[src/rtl/usb_tx_packetizer_if.sv]
// rtl/usb_tx_packetizer_if.sv - packet request, payload stream and line outputs of the USB transmitter
interface usb_tx_packetizer_if #(
   parameter int MAX_BYTES = 64
);
   localparam int CW = $clog2(MAX_BYTES + 1);

   logic          start;
   logic [3:0]    pid;
   logic          append_crc;
   logic [CW-1:0] byte_count;
   logic [7:0]    data_in;
   logic          data_valid;
   logic          data_ready;
   logic          dplus_out;
   logic          dminus_out;
   logic          busy;
   logic          tx_done;
   logic          tx_error;

   modport master (
      output start, pid, append_crc, byte_count, data_in, data_valid,
      input  data_ready, dplus_out, dminus_out, busy, tx_done, tx_error
   );

   modport slave (
      input  start, pid, append_crc, byte_count, data_in, data_valid,
      output data_ready, dplus_out, dminus_out, busy, tx_done, tx_error
   );
endinterface

[src/rtl/usb_tx_packetizer.sv]
// rtl/usb_tx_packetizer.sv - full-speed USB packet serializer with stuffing, NRZI, CRC16 and EOP
module usb_tx_packetizer #(
   parameter int CLKS_PER_BIT = 8,
   parameter int MAX_BYTES    = 64,
   parameter int CRC_EN       = 1
) (
   input  logic               clk,
   input  logic               n_rst,
   usb_tx_packetizer_if.slave bus
);
   localparam int CW   = $clog2(MAX_BYTES + 1);
   localparam int CNTW = $clog2(CLKS_PER_BIT);
   localparam logic [CNTW-1:0] CNT_LAST = CNTW'(CLKS_PER_BIT - 1);
   localparam logic [CW-1:0]   LEN_MAX  = CW'(MAX_BYTES);

   typedef enum logic [2:0] {
      S_IDLE, S_SYNC, S_PID, S_DATA, S_CRC, S_EOP_SE0, S_EOP_J
   } state_t;

   state_t          state_q, state_d;
   logic [CNTW-1:0] cnt_q, cnt_d;
   logic [7:0]      shreg_q, shreg_d;
   logic [4:0]      idx_q, idx_d;
   logic [2:0]      ones_q, ones_d;
   logic [15:0]     crc_q, crc_d;
   logic [3:0]      pid_q, pid_d;
   logic            crc_on_q, crc_on_d;
   logic [CW-1:0]   len_q, len_d;
   logic [CW-1:0]   fetched_q, fetched_d;
   logic [CW-1:0]   loaded_q, loaded_d;
   logic [7:0]      hold_q, hold_d;
   logic            hold_full_q, hold_full_d;
   logic            err_q, err_d;
   logic            dplus_q, dplus_d;
   logic            dminus_q, dminus_d;
   logic            tx_done_q, tx_done_d;
   logic            tx_error_q, tx_error_d;

   state_t          eff_state;
   logic [7:0]      eff_shreg;
   logic [4:0]      eff_idx;
   logic            raw_bit;
   logic            ready;
   logic            xfer;
   logic            stuff_field;

   assign ready = ((state_q == S_PID) || (state_q == S_DATA)) && !hold_full_q && (fetched_q != len_q);
   assign xfer  = bus.data_valid && ready;
   assign stuff_field = (state_q == S_SYNC) || (state_q == S_PID) ||
                        (state_q == S_DATA) || (state_q == S_CRC);

   always_comb begin
      state_d     = state_q;
      cnt_d       = cnt_q;
      shreg_d     = shreg_q;
      idx_d       = idx_q;
      ones_d      = ones_q;
      crc_d       = crc_q;
      pid_d       = pid_q;
      crc_on_d    = crc_on_q;
      len_d       = len_q;
      fetched_d   = fetched_q;
      loaded_d    = loaded_q;
      hold_d      = hold_q;
      hold_full_d = hold_full_q;
      err_d       = err_q;
      dplus_d     = dplus_q;
      dminus_d    = dminus_q;
      tx_done_d   = 1'b0;
      tx_error_d  = 1'b0;
      eff_state   = state_q;
      eff_shreg   = shreg_q;
      eff_idx     = idx_q;
      raw_bit     = 1'b0;

      if (xfer) begin
         hold_d      = bus.data_in;
         hold_full_d = 1'b1;
         fetched_d   = fetched_q + 1'b1;
      end

      if (state_q == S_IDLE) begin
         cnt_d = '0;
         // The cycle that reports tx_done must not also launch a packet
         if (bus.start && !tx_done_q) begin
            state_d     = S_SYNC;
            shreg_d     = 8'h80;
            idx_d       = 5'd0;
            ones_d      = 3'd0;
            crc_d       = 16'hFFFF;
            pid_d       = bus.pid;
            crc_on_d    = bus.append_crc && (CRC_EN != 0);
            len_d       = (bus.byte_count > LEN_MAX) ? LEN_MAX : bus.byte_count;
            fetched_d   = '0;
            loaded_d    = '0;
            hold_full_d = 1'b0;
            err_d       = 1'b0;
         end
      end else begin
         cnt_d = (cnt_q == CNT_LAST) ? '0 : cnt_q + 1'b1;
         if (cnt_q == '0) begin
            if (stuff_field && (ones_q == 3'd6)) begin
               dplus_d  = ~dplus_q;
               dminus_d = dplus_q;
               ones_d   = 3'd0;
            end else begin
               // Settle which field this bit time belongs to before emitting it
               case (state_q)
                  S_SYNC: if (idx_q == 5'd8) begin
                     eff_state = S_PID;
                     eff_shreg = {~pid_q, pid_q};
                     eff_idx   = 5'd0;
                  end
                  S_PID, S_DATA: if (idx_q == 5'd8) begin
                     eff_idx = 5'd0;
                     if (loaded_q != len_q) begin
                        if (hold_full_q || xfer) begin
                           eff_state   = S_DATA;
                           eff_shreg   = hold_full_q ? hold_q : bus.data_in;
                           hold_full_d = 1'b0;
                           loaded_d    = loaded_q + 1'b1;
                        end else begin
                           eff_state = S_EOP_SE0;
                           err_d     = 1'b1;
                        end
                     end else begin
                        eff_state = crc_on_q ? S_CRC : S_EOP_SE0;
                     end
                  end
                  S_CRC: if (idx_q == 5'd16) begin
                     eff_state = S_EOP_SE0;
                     eff_idx   = 5'd0;
                  end
                  S_EOP_SE0: if (idx_q == 5'd2) begin
                     eff_state = S_EOP_J;
                     eff_idx   = 5'd0;
                  end
                  default: ;
               endcase

               state_d = eff_state;
               shreg_d = eff_shreg;
               idx_d   = eff_idx + 5'd1;

               case (eff_state)
                  S_SYNC, S_PID, S_DATA: begin
                     raw_bit = eff_shreg[0];
                     shreg_d = {1'b0, eff_shreg[7:1]};
                  end
                  S_CRC: begin
                     raw_bit = ~crc_q[15];
                     crc_d   = {crc_q[14:0], 1'b0};
                  end
                  default: ;
               endcase

               case (eff_state)
                  S_SYNC, S_PID, S_DATA, S_CRC: begin
                     if (!raw_bit) begin
                        dplus_d  = ~dplus_q;
                        dminus_d = dplus_q;
                     end
                     ones_d = raw_bit ? ones_q + 3'd1 : 3'd0;
                     if (eff_state == S_DATA) begin
                        crc_d = {crc_q[14:0], 1'b0} ^ ((raw_bit ^ crc_q[15]) ? 16'h8005 : 16'h0000);
                     end
                  end
                  S_EOP_SE0: begin
                     dplus_d  = 1'b0;
                     dminus_d = 1'b0;
                  end
                  S_EOP_J: begin
                     if (eff_idx == 5'd0) begin
                        dplus_d  = 1'b1;
                        dminus_d = 1'b0;
                     end else begin
                        state_d    = S_IDLE;
                        idx_d      = eff_idx;
                        tx_done_d  = 1'b1;
                        tx_error_d = err_q;
                     end
                  end
                  default: ;
               endcase
            end
         end
      end
   end

   always_ff @(posedge clk or negedge n_rst) begin
      if (!n_rst) begin
         state_q     <= S_IDLE;
         cnt_q       <= '0;
         shreg_q     <= 8'h00;
         idx_q       <= 5'd0;
         ones_q      <= 3'd0;
         crc_q       <= 16'hFFFF;
         pid_q       <= 4'h0;
         crc_on_q    <= 1'b0;
         len_q       <= '0;
         fetched_q   <= '0;
         loaded_q    <= '0;
         hold_q      <= 8'h00;
         hold_full_q <= 1'b0;
         err_q       <= 1'b0;
         dplus_q     <= 1'b1;
         dminus_q    <= 1'b0;
         tx_done_q   <= 1'b0;
         tx_error_q  <= 1'b0;
      end else begin
         state_q     <= state_d;
         cnt_q       <= cnt_d;
         shreg_q     <= shreg_d;
         idx_q       <= idx_d;
         ones_q      <= ones_d;
         crc_q       <= crc_d;
         pid_q       <= pid_d;
         crc_on_q    <= crc_on_d;
         len_q       <= len_d;
         fetched_q   <= fetched_d;
         loaded_q    <= loaded_d;
         hold_q      <= hold_d;
         hold_full_q <= hold_full_d;
         err_q       <= err_d;
         dplus_q     <= dplus_d;
         dminus_q    <= dminus_d;
         tx_done_q   <= tx_done_d;
         tx_error_q  <= tx_error_d;
      end
   end

   assign bus.data_ready = ready;
   assign bus.dplus_out  = dplus_q;
   assign bus.dminus_out = dminus_q;
   assign bus.busy       = (state_q != S_IDLE);
   assign bus.tx_done    = tx_done_q;
   assign bus.tx_error   = tx_error_q;
endmodule

[src/flat_wrapper.sv]
// flat-port wrapper written by rule: the top's interface ports become plain ports
module usb_tx_packetizer_flat 
#(
   parameter int CLKS_PER_BIT = 8,
   parameter int MAX_BYTES    = 64,
   parameter int CRC_EN       = 1
)
  (clk, n_rst, bus_start, bus_pid, bus_append_crc, bus_byte_count, bus_data_in, bus_data_valid, bus_data_ready, bus_dplus_out, bus_dminus_out, bus_busy, bus_tx_done, bus_tx_error);
  usb_tx_packetizer_if #(.MAX_BYTES(MAX_BYTES)) bus_i ();
  input  logic clk;
  input  logic n_rst;
  input wire logic [$bits(bus_i.start)-1:0] bus_start;
  input wire logic [$bits(bus_i.pid)-1:0] bus_pid;
  input wire logic [$bits(bus_i.append_crc)-1:0] bus_append_crc;
  input wire logic [$bits(bus_i.byte_count)-1:0] bus_byte_count;
  input wire logic [$bits(bus_i.data_in)-1:0] bus_data_in;
  input wire logic [$bits(bus_i.data_valid)-1:0] bus_data_valid;
  output wire logic [$bits(bus_i.data_ready)-1:0] bus_data_ready;
  output wire logic [$bits(bus_i.dplus_out)-1:0] bus_dplus_out;
  output wire logic [$bits(bus_i.dminus_out)-1:0] bus_dminus_out;
  output wire logic [$bits(bus_i.busy)-1:0] bus_busy;
  output wire logic [$bits(bus_i.tx_done)-1:0] bus_tx_done;
  output wire logic [$bits(bus_i.tx_error)-1:0] bus_tx_error;
  assign bus_i.start = bus_start;
  assign bus_i.pid = bus_pid;
  assign bus_i.append_crc = bus_append_crc;
  assign bus_i.byte_count = bus_byte_count;
  assign bus_i.data_in = bus_data_in;
  assign bus_i.data_valid = bus_data_valid;
  assign bus_data_ready = bus_i.data_ready;
  assign bus_dplus_out = bus_i.dplus_out;
  assign bus_dminus_out = bus_i.dminus_out;
  assign bus_busy = bus_i.busy;
  assign bus_tx_done = bus_i.tx_done;
  assign bus_tx_error = bus_i.tx_error;
  usb_tx_packetizer #(.CLKS_PER_BIT(CLKS_PER_BIT), .MAX_BYTES(MAX_BYTES), .CRC_EN(CRC_EN)) u_core (.clk(clk), .n_rst(n_rst), .bus(bus_i));
endmodule
[config.mk]
export PLATFORM = sky130hd
export DESIGN_NAME = usb_tx_packetizer_flat
export DESIGN_NICKNAME = d
export VERILOG_FILES = /design/src/rtl/usb_tx_packetizer_if.sv /design/src/rtl/usb_tx_packetizer.sv /design/src/flat_wrapper.sv
export SDC_FILE = /design/constraint.sdc
export NUM_CORES = 1
export LEC_CHECK = 0
export BUFFER_PORTS_ARGS = -buffer_cell sky130_fd_sc_hd__buf_2
export CAP_MARGIN = 25
export CORE_MARGIN = 3
export CORE_UTILIZATION = 50
export DETAILED_ROUTE_END_ITERATION = 16
export PLACE_DENSITY = 0.68
export SETUP_SLACK_MARGIN = 0.05
export SYNTH_ARGS = -nofsm -noshare
export SYNTH_HDL_FRONTEND = slang
export SYNTH_SLANG_ARGS = --single-unit
[constraint.sdc]
create_clock -name clk -period 5.8 [get_ports clk]
set_input_delay 0.87 -clock clk [delete_from_list [all_inputs] [get_ports clk]]
set_output_delay 0.87 -clock clk [all_outputs]
set_load 0.03 [all_outputs]
# == Word-level counts from Yosys, hierarchy flattened ==
# Cells that the tools add are included.
# totals
register_bits,78
in_bits,24
wordCells,194
# op_classes
addsub,5
n_lt_le_gt_ge,1
n_eq_ne,23
n_mux,108
bitwise,6
n_reduce_logical,33
# ops
op,n
$mux 16,8
$mux 7,12
$mux 8,10
$mux 3,23
$mux 5,12
$mux 1,37
$eq 3x3->1 const B,7
$pmux 8 s2,1
$xor 16x16->16,1
$pmux 5 s3,1
$add 7x1->7 const B,2
$ne 7x7->1,2
$reduce_and 7->1,2
$eq 3x2->1 const B,4
$pmux 3 s4,1
$reduce_bool 2->1,5
$gt 7x7->1 const B,1
$add 3x1->3 const B,2
$eq 3x1->1 const B,2
$logic_not 3->1,2
$pmux 1 s3,2
$reduce_and 3->1,2
$reduce_bool 3->1,2
$reduce_or 3->1,2
other kinds (21),33

# == Longest topological paths before layout ==
# logic_depth
word_depth,27
depth_mapped,11

# == Worst setup path after synthesis ==
# OpenSTA, ideal clock, no wires.
# synth_timing
path_kind,register -> register
start,register u_core.idx_q[1]
end,"register u_core.dminus_q, in the netlist u_core.bus.dminus_out"
setup_ns,0.128
arrival_time_ns,2.846
required_ns,5.672
setup_slack_ns,2.827
stages_incl_launch_ff,10
path_cell_list,dfrtp_1 > or4b_1 > buf_2 > nor3_1 > mux2i_1 > o21ai_0 > o311a_4 > o21bai_2 > a221oi_2 > mux2_1
# synth_between
elab_chain_len,14
elab_cells_between_ends,40
cone_classes,eq/ne: 11; mux: 24; reduce/logical: 5
# synth_rtl
element,line,source
from (decl),usb_tx_packetizer.sv:23,"logic [4:0] idx_q, idx_d;"
from (signal assigned),usb_tx_packetizer.sv:214,idx_q <= idx_d;
$eq 5x2->1 (tied with other cells),usb_tx_packetizer.sv:134,S_EOP_SE0: if (idx_q == 5'd2) begin
$mux 3 (on tied branches),n/a,
$pmux 3 s4,usb_tx_packetizer.sv:108,case (state_q)
$mux 3,usb_tx_packetizer.sv:102,if (stuff_field && (ones_q == 3'd6)) begin
$mux 3,usb_tx_packetizer.sv:101,if (cnt_q == '0) begin
$mux 3,usb_tx_packetizer.sv:82,if (state_q == S_IDLE) begin
$eq 3x1->1 / $eq 3x2->1 (equally long branches),"usb_tx_packetizer.sv:145, usb_tx_packetizer.sv:157",
$reduce_or 3->1,usb_tx_packetizer.sv:145,case (eff_state)
$pmux 1 s2,usb_tx_packetizer.sv:145,
$mux 1,usb_tx_packetizer.sv:102,
$mux 1,usb_tx_packetizer.sv:101,
$mux 1,usb_tx_packetizer.sv:82,
$ne 3x2->1 (no source line),n/a,
$reduce_and 5->1 (no source line),n/a,
to (signal assigned),usb_tx_packetizer.sv:226,dminus_q <= dminus_d;
to (decl),usb_tx_packetizer.sv:35,"logic dminus_q, dminus_d;"
# Parallel ways exist; a longest one is shown, timed or not. The select of a mux whose other input is x is not followed.
# A chain may end at the register's enable or synchronous reset.

# == Worst setup path after layout ==
# layout_timing
start,register u_core.state_q[1]
end,register u_core.crc_q[3]
# layout_between
elab_chain_len,20
elab_cells_between_ends,41
cone_classes,eq/ne: 11; mux: 16; reduce/logical: 14
# layout_rtl
element,line,source
from (decl),usb_tx_packetizer.sv:20,"state_t state_q, state_d;"
from (signal assigned),usb_tx_packetizer.sv:211,state_q <= state_d;
$eq 3x2->1 (on tied branches),n/a,
$logic_or 1x1->1,usb_tx_packetizer.sv:47,assign ready = ((state_q == S_PID) || (state_q == S_DATA)) && !hold_full_q && (fetched_q != len_q);
$logic_and 1x1->1 (2 in a row),usb_tx_packetizer.sv:47,
$logic_and 1x1->1,usb_tx_packetizer.sv:48,assign xfer = bus.data_valid && ready;
$logic_or 1x1->1,usb_tx_packetizer.sv:117,if (hold_full_q || xfer) begin
$mux 3,usb_tx_packetizer.sv:117,
$mux 3,usb_tx_packetizer.sv:116,if (loaded_q != len_q) begin
$mux 3,usb_tx_packetizer.sv:114,"S_PID, S_DATA: if (idx_q == 5'd8) begin"
[... 3 more ...],n/a,
$mux 3,usb_tx_packetizer.sv:82,
$eq 3x3->1,"usb_tx_packetizer.sv:145, usb_tx_packetizer.sv:157",
$mux 16,usb_tx_packetizer.sv:145,
$mux 16,usb_tx_packetizer.sv:164,if (eff_state == S_DATA) begin
$mux 16,usb_tx_packetizer.sv:157,case (eff_state)
$mux 16,usb_tx_packetizer.sv:102,
$mux 16,usb_tx_packetizer.sv:101,
$mux 16,usb_tx_packetizer.sv:82,
to (signal assigned),usb_tx_packetizer.sv:216,crc_q <= crc_d;
to (decl),usb_tx_packetizer.sv:25,"logic [15:0] crc_q, crc_d;"
# Parallel ways exist; a longest one is shown, timed or not. The select of a mux whose other input is x is not followed.

==> flow_metrics.tcl <==
set metrics [dict create \
    status "finished clean" \
    final_max_slew_viol_count 0 \
    p_clk_share_pct 27.4 \
    finalHoldViolations 0 \
    drtAntennaViolNets 0 \
    drt_iter0_markers 238 \
    grt_max_degree 79 \
    syn_area_per_cell_sq_um 9.90 \
    boundaryPins 30 \
    end_kind "flop" \
    regArea_sq_um 1970 \
    post-route-period-util_pct 59.0 \
    htree_levels 3 \
    synth_area_sq_um 4380 \
    slew_headroom_pct 42.3 \
    combPwrFrac_pct 25.9 \
    grt_pass1_wl_mm 16.2 \
    grt_pass1_vias 3325 \
    max_freq_mhz 292 \
    cts_buffers 9 \
    worstMarginPinSlew_ns 0.863 \
    die_w_microns 99.6 \
    num_vias 3416 \
    grt_use_total_pct 20.4 \
    synthTopCellsByArea "dfrtp_1 (35%), dfstp_2 (10%), nand2_1 (5.1%), mux2_2 (3.6%), xor2_1 (3.2%)" \
    synth_top_area_share_pct 34.9 \
    antennaDiodeCount 0 \
    critPathMaxFanout 15 \
    p_int_mw 1.12 \
    p_per_area_nw_per_um2 345 \
    rsz0062_at_grt "no" \
    layout_min_cycle_time_ns 3.42 \
    portBuffers 29 \
    vdd_drop_max_uv 160 \
    clock-sinks 78 \
    synth_common_cells "dfrtp_1 (61), nand2_1 (60), nor2_1 (29)" \
    crit_arrival_ns 3.72 \
    root_buffer "clkbuf_8" \
    crit_required_ns 6.09 \
    setup_violations 0 \
    syn2layout_area_growth_pct 10.6 \
    core_area_sq_um 8340 \
    postCtsHoldBufs 0 \
    post-synth-top-count-cell "dfrtp_1" \
    dieArea_sq_um 9910 \
    wl_per_cell_microns 16.8 \
    synthFlopType "dfrtp_1" \
    drv_cap 0 \
    fillers 729 \
    synth_edf_count 0 \
    syn_inst 442 \
    yosys.area.top_type "dfrtp_1" \
    routed_wl_mm 9.62 \
    p_seq_share_pct 46.7 \
    drive_above_1_share_pct 20.9 \
    drc 0 \
    yosys_warnings 0 \
    whs_ns 0.310 \
    place_hpwl_mm 6.68 \
    clk_pin_slew_ns 0.09 \
    power.total_mw 1.67 \
    swShare_pct 33.0 \
    ys_ff_latch 78 \
    gp_congestion 0.838 \
    leakage_nw 2.16 \
    drtPass1Iterations 5 \
    worstSkewPairLatency_ns 0.36 \
    setup_tns_ns 0 \
    row_count 33 \
    layout.nets 496 \
    clock_path_buffers 2 \
    skew_ns 0.0124 \
    critPathLaunchType "flop" \
    viasPerCell 5.96 \
    overflow 0 \
    async_flop_share_pct 100 \
    die_height_microns 99.6 \
    synth_cell_types 71 \
    cts_resized 0 \
    cts_setup_buffers 0 \
    net-switching-power_mw 0.551 \
    synthesis.nets 475 \
    hold_path.class "in -> async" \
    cts_tree "built" \
    multi_input_comb_area_sq_um 2280 \
    yosysSeqAreaShare_pct 45.1 \
    initial_core_util_pct 52.5 \
    crit_type "reg -> reg" \
    antenna_found_initial 0 \
]
## placed cells by master (no fill, tap or decap), types with 3 or more instances in the layout
cell and count:
mux2i_1 9, o2bb2ai_1 3, a221oi_1 3, xor2_1 16, o21ai_0 17, buf_2 28
clkinv_4 3, buf_4 3, a21oi_1 14, nand2_1 60, nand3b_1 7, nor2_1 29
and2_1 6, or3_1 5, a21o_1 5, xnor2_1 12, inv_1 11, o22a_1 13
o31ai_1 5, mux2_2 14, nor3_1 14, nand2b_1 3, and3_1 4, a22o_1 3
a31oi_1 4, dfrtp_1 61, dfstp_2 17, nor4_1 4, ha_1 9, nand3_1 10
nor2b_1 6, clkbuf_8 9
## metal layers
metal	share of wire (%)	global-route usage, %	routed length (microns)	up-vias
met5	0	0	0	-
met2	45	31.6	4370	79
met1	48	28.6	4660	1673
met3	4.3	3.79	415	19
li1	-	-	-	1645
met4	1.8	7.14	176	0
## sequential cells by signal, summed over array words and instances, names as in the netlist, 3 cells and up
register,count
u_core.crc_q,16
u_core.hold_q,8
u_core.shreg_q,8
u_core.fetched_q,7
u_core.len_q,7
u_core.loaded_q,7
u_core.idx_q,5
u_core.pid_q,4
u_core.cnt_q,3
u_core.ones_q,3
u_core.state_q,3
## critical path: stages, from the launching register on
cell and delay [ns]:
dfrtp_1 0.60, nor2b_1 0.50, a21oi_1 0.18, a31oi_2 0.40, a31oi_1 0.30, or3_1 0.53
a31oi_2 0.59, o22a_1 0.25
## worst paths after layout
path                            slack, ns              start                  end  cells after the start
worst max-delay path                 2.38  u_core.state_q[1]      u_core.crc_q[3]                      7
worst min-delay path                 0.31              n_rst  u_core.fetched_q[4]                      1
worst max register to register       2.38  u_core.state_q[1]      u_core.crc_q[3]                      7
worst min register to register       0.48    u_core.cnt_q[0]      u_core.cnt_q[0]                      1
max in group asynchronous            4.88              n_rst     u_core.crc_q[11]                      2
min in group clk                     0.48    u_core.cnt_q[0]      u_core.cnt_q[0]                      1
## area by class of cell
class | count | share of cell area, %
Clock buffer | 10 | 2.64
Clock inverter | 6 | 1.96
Inverter | 11 | 0.853
Multi-Input combinational cell | 331 | 47.2
Sequential cell | 78 | 40.7
Tap cell | 105 | 2.71
Timing Repair Buffer | 32 | 3.93
## stage by stage
stage          utilization [%]  instances  setup slack [ns]  cell area, sq um
2_1_floorplan                -        442              2.83              4380
3_3_place_gp              55.1        556              2.45              4590
3_5_place_dp              55.1        556              2.40              4590
4_1_cts                   57.7        572              2.40              4810
5_1_grt                   58.1        573              2.04              4840
6_report                  58.1        573              2.38              4840
## power groups by stage
stage,Clock [mW],Sequential [mW],Combinational [mW]
floorplan,0,0.747,0.356
global placement,0,0.784,0.419
detailed placement,0,0.790,0.430
CTS,0.471,0.780,0.433
global route,0.494,0.800,0.482
finish,0.458,0.780,0.433
## kinds of logic after synthesis
logic type	synth area share, %
compound gates	18.5
xor+xnor	5.60
fa+ha+maj	2.57
buf+inv	3.03
flops	45.1
mux	6.17
simple gates	19.1
No activity file was read; power rests on OpenSTA's default activity.
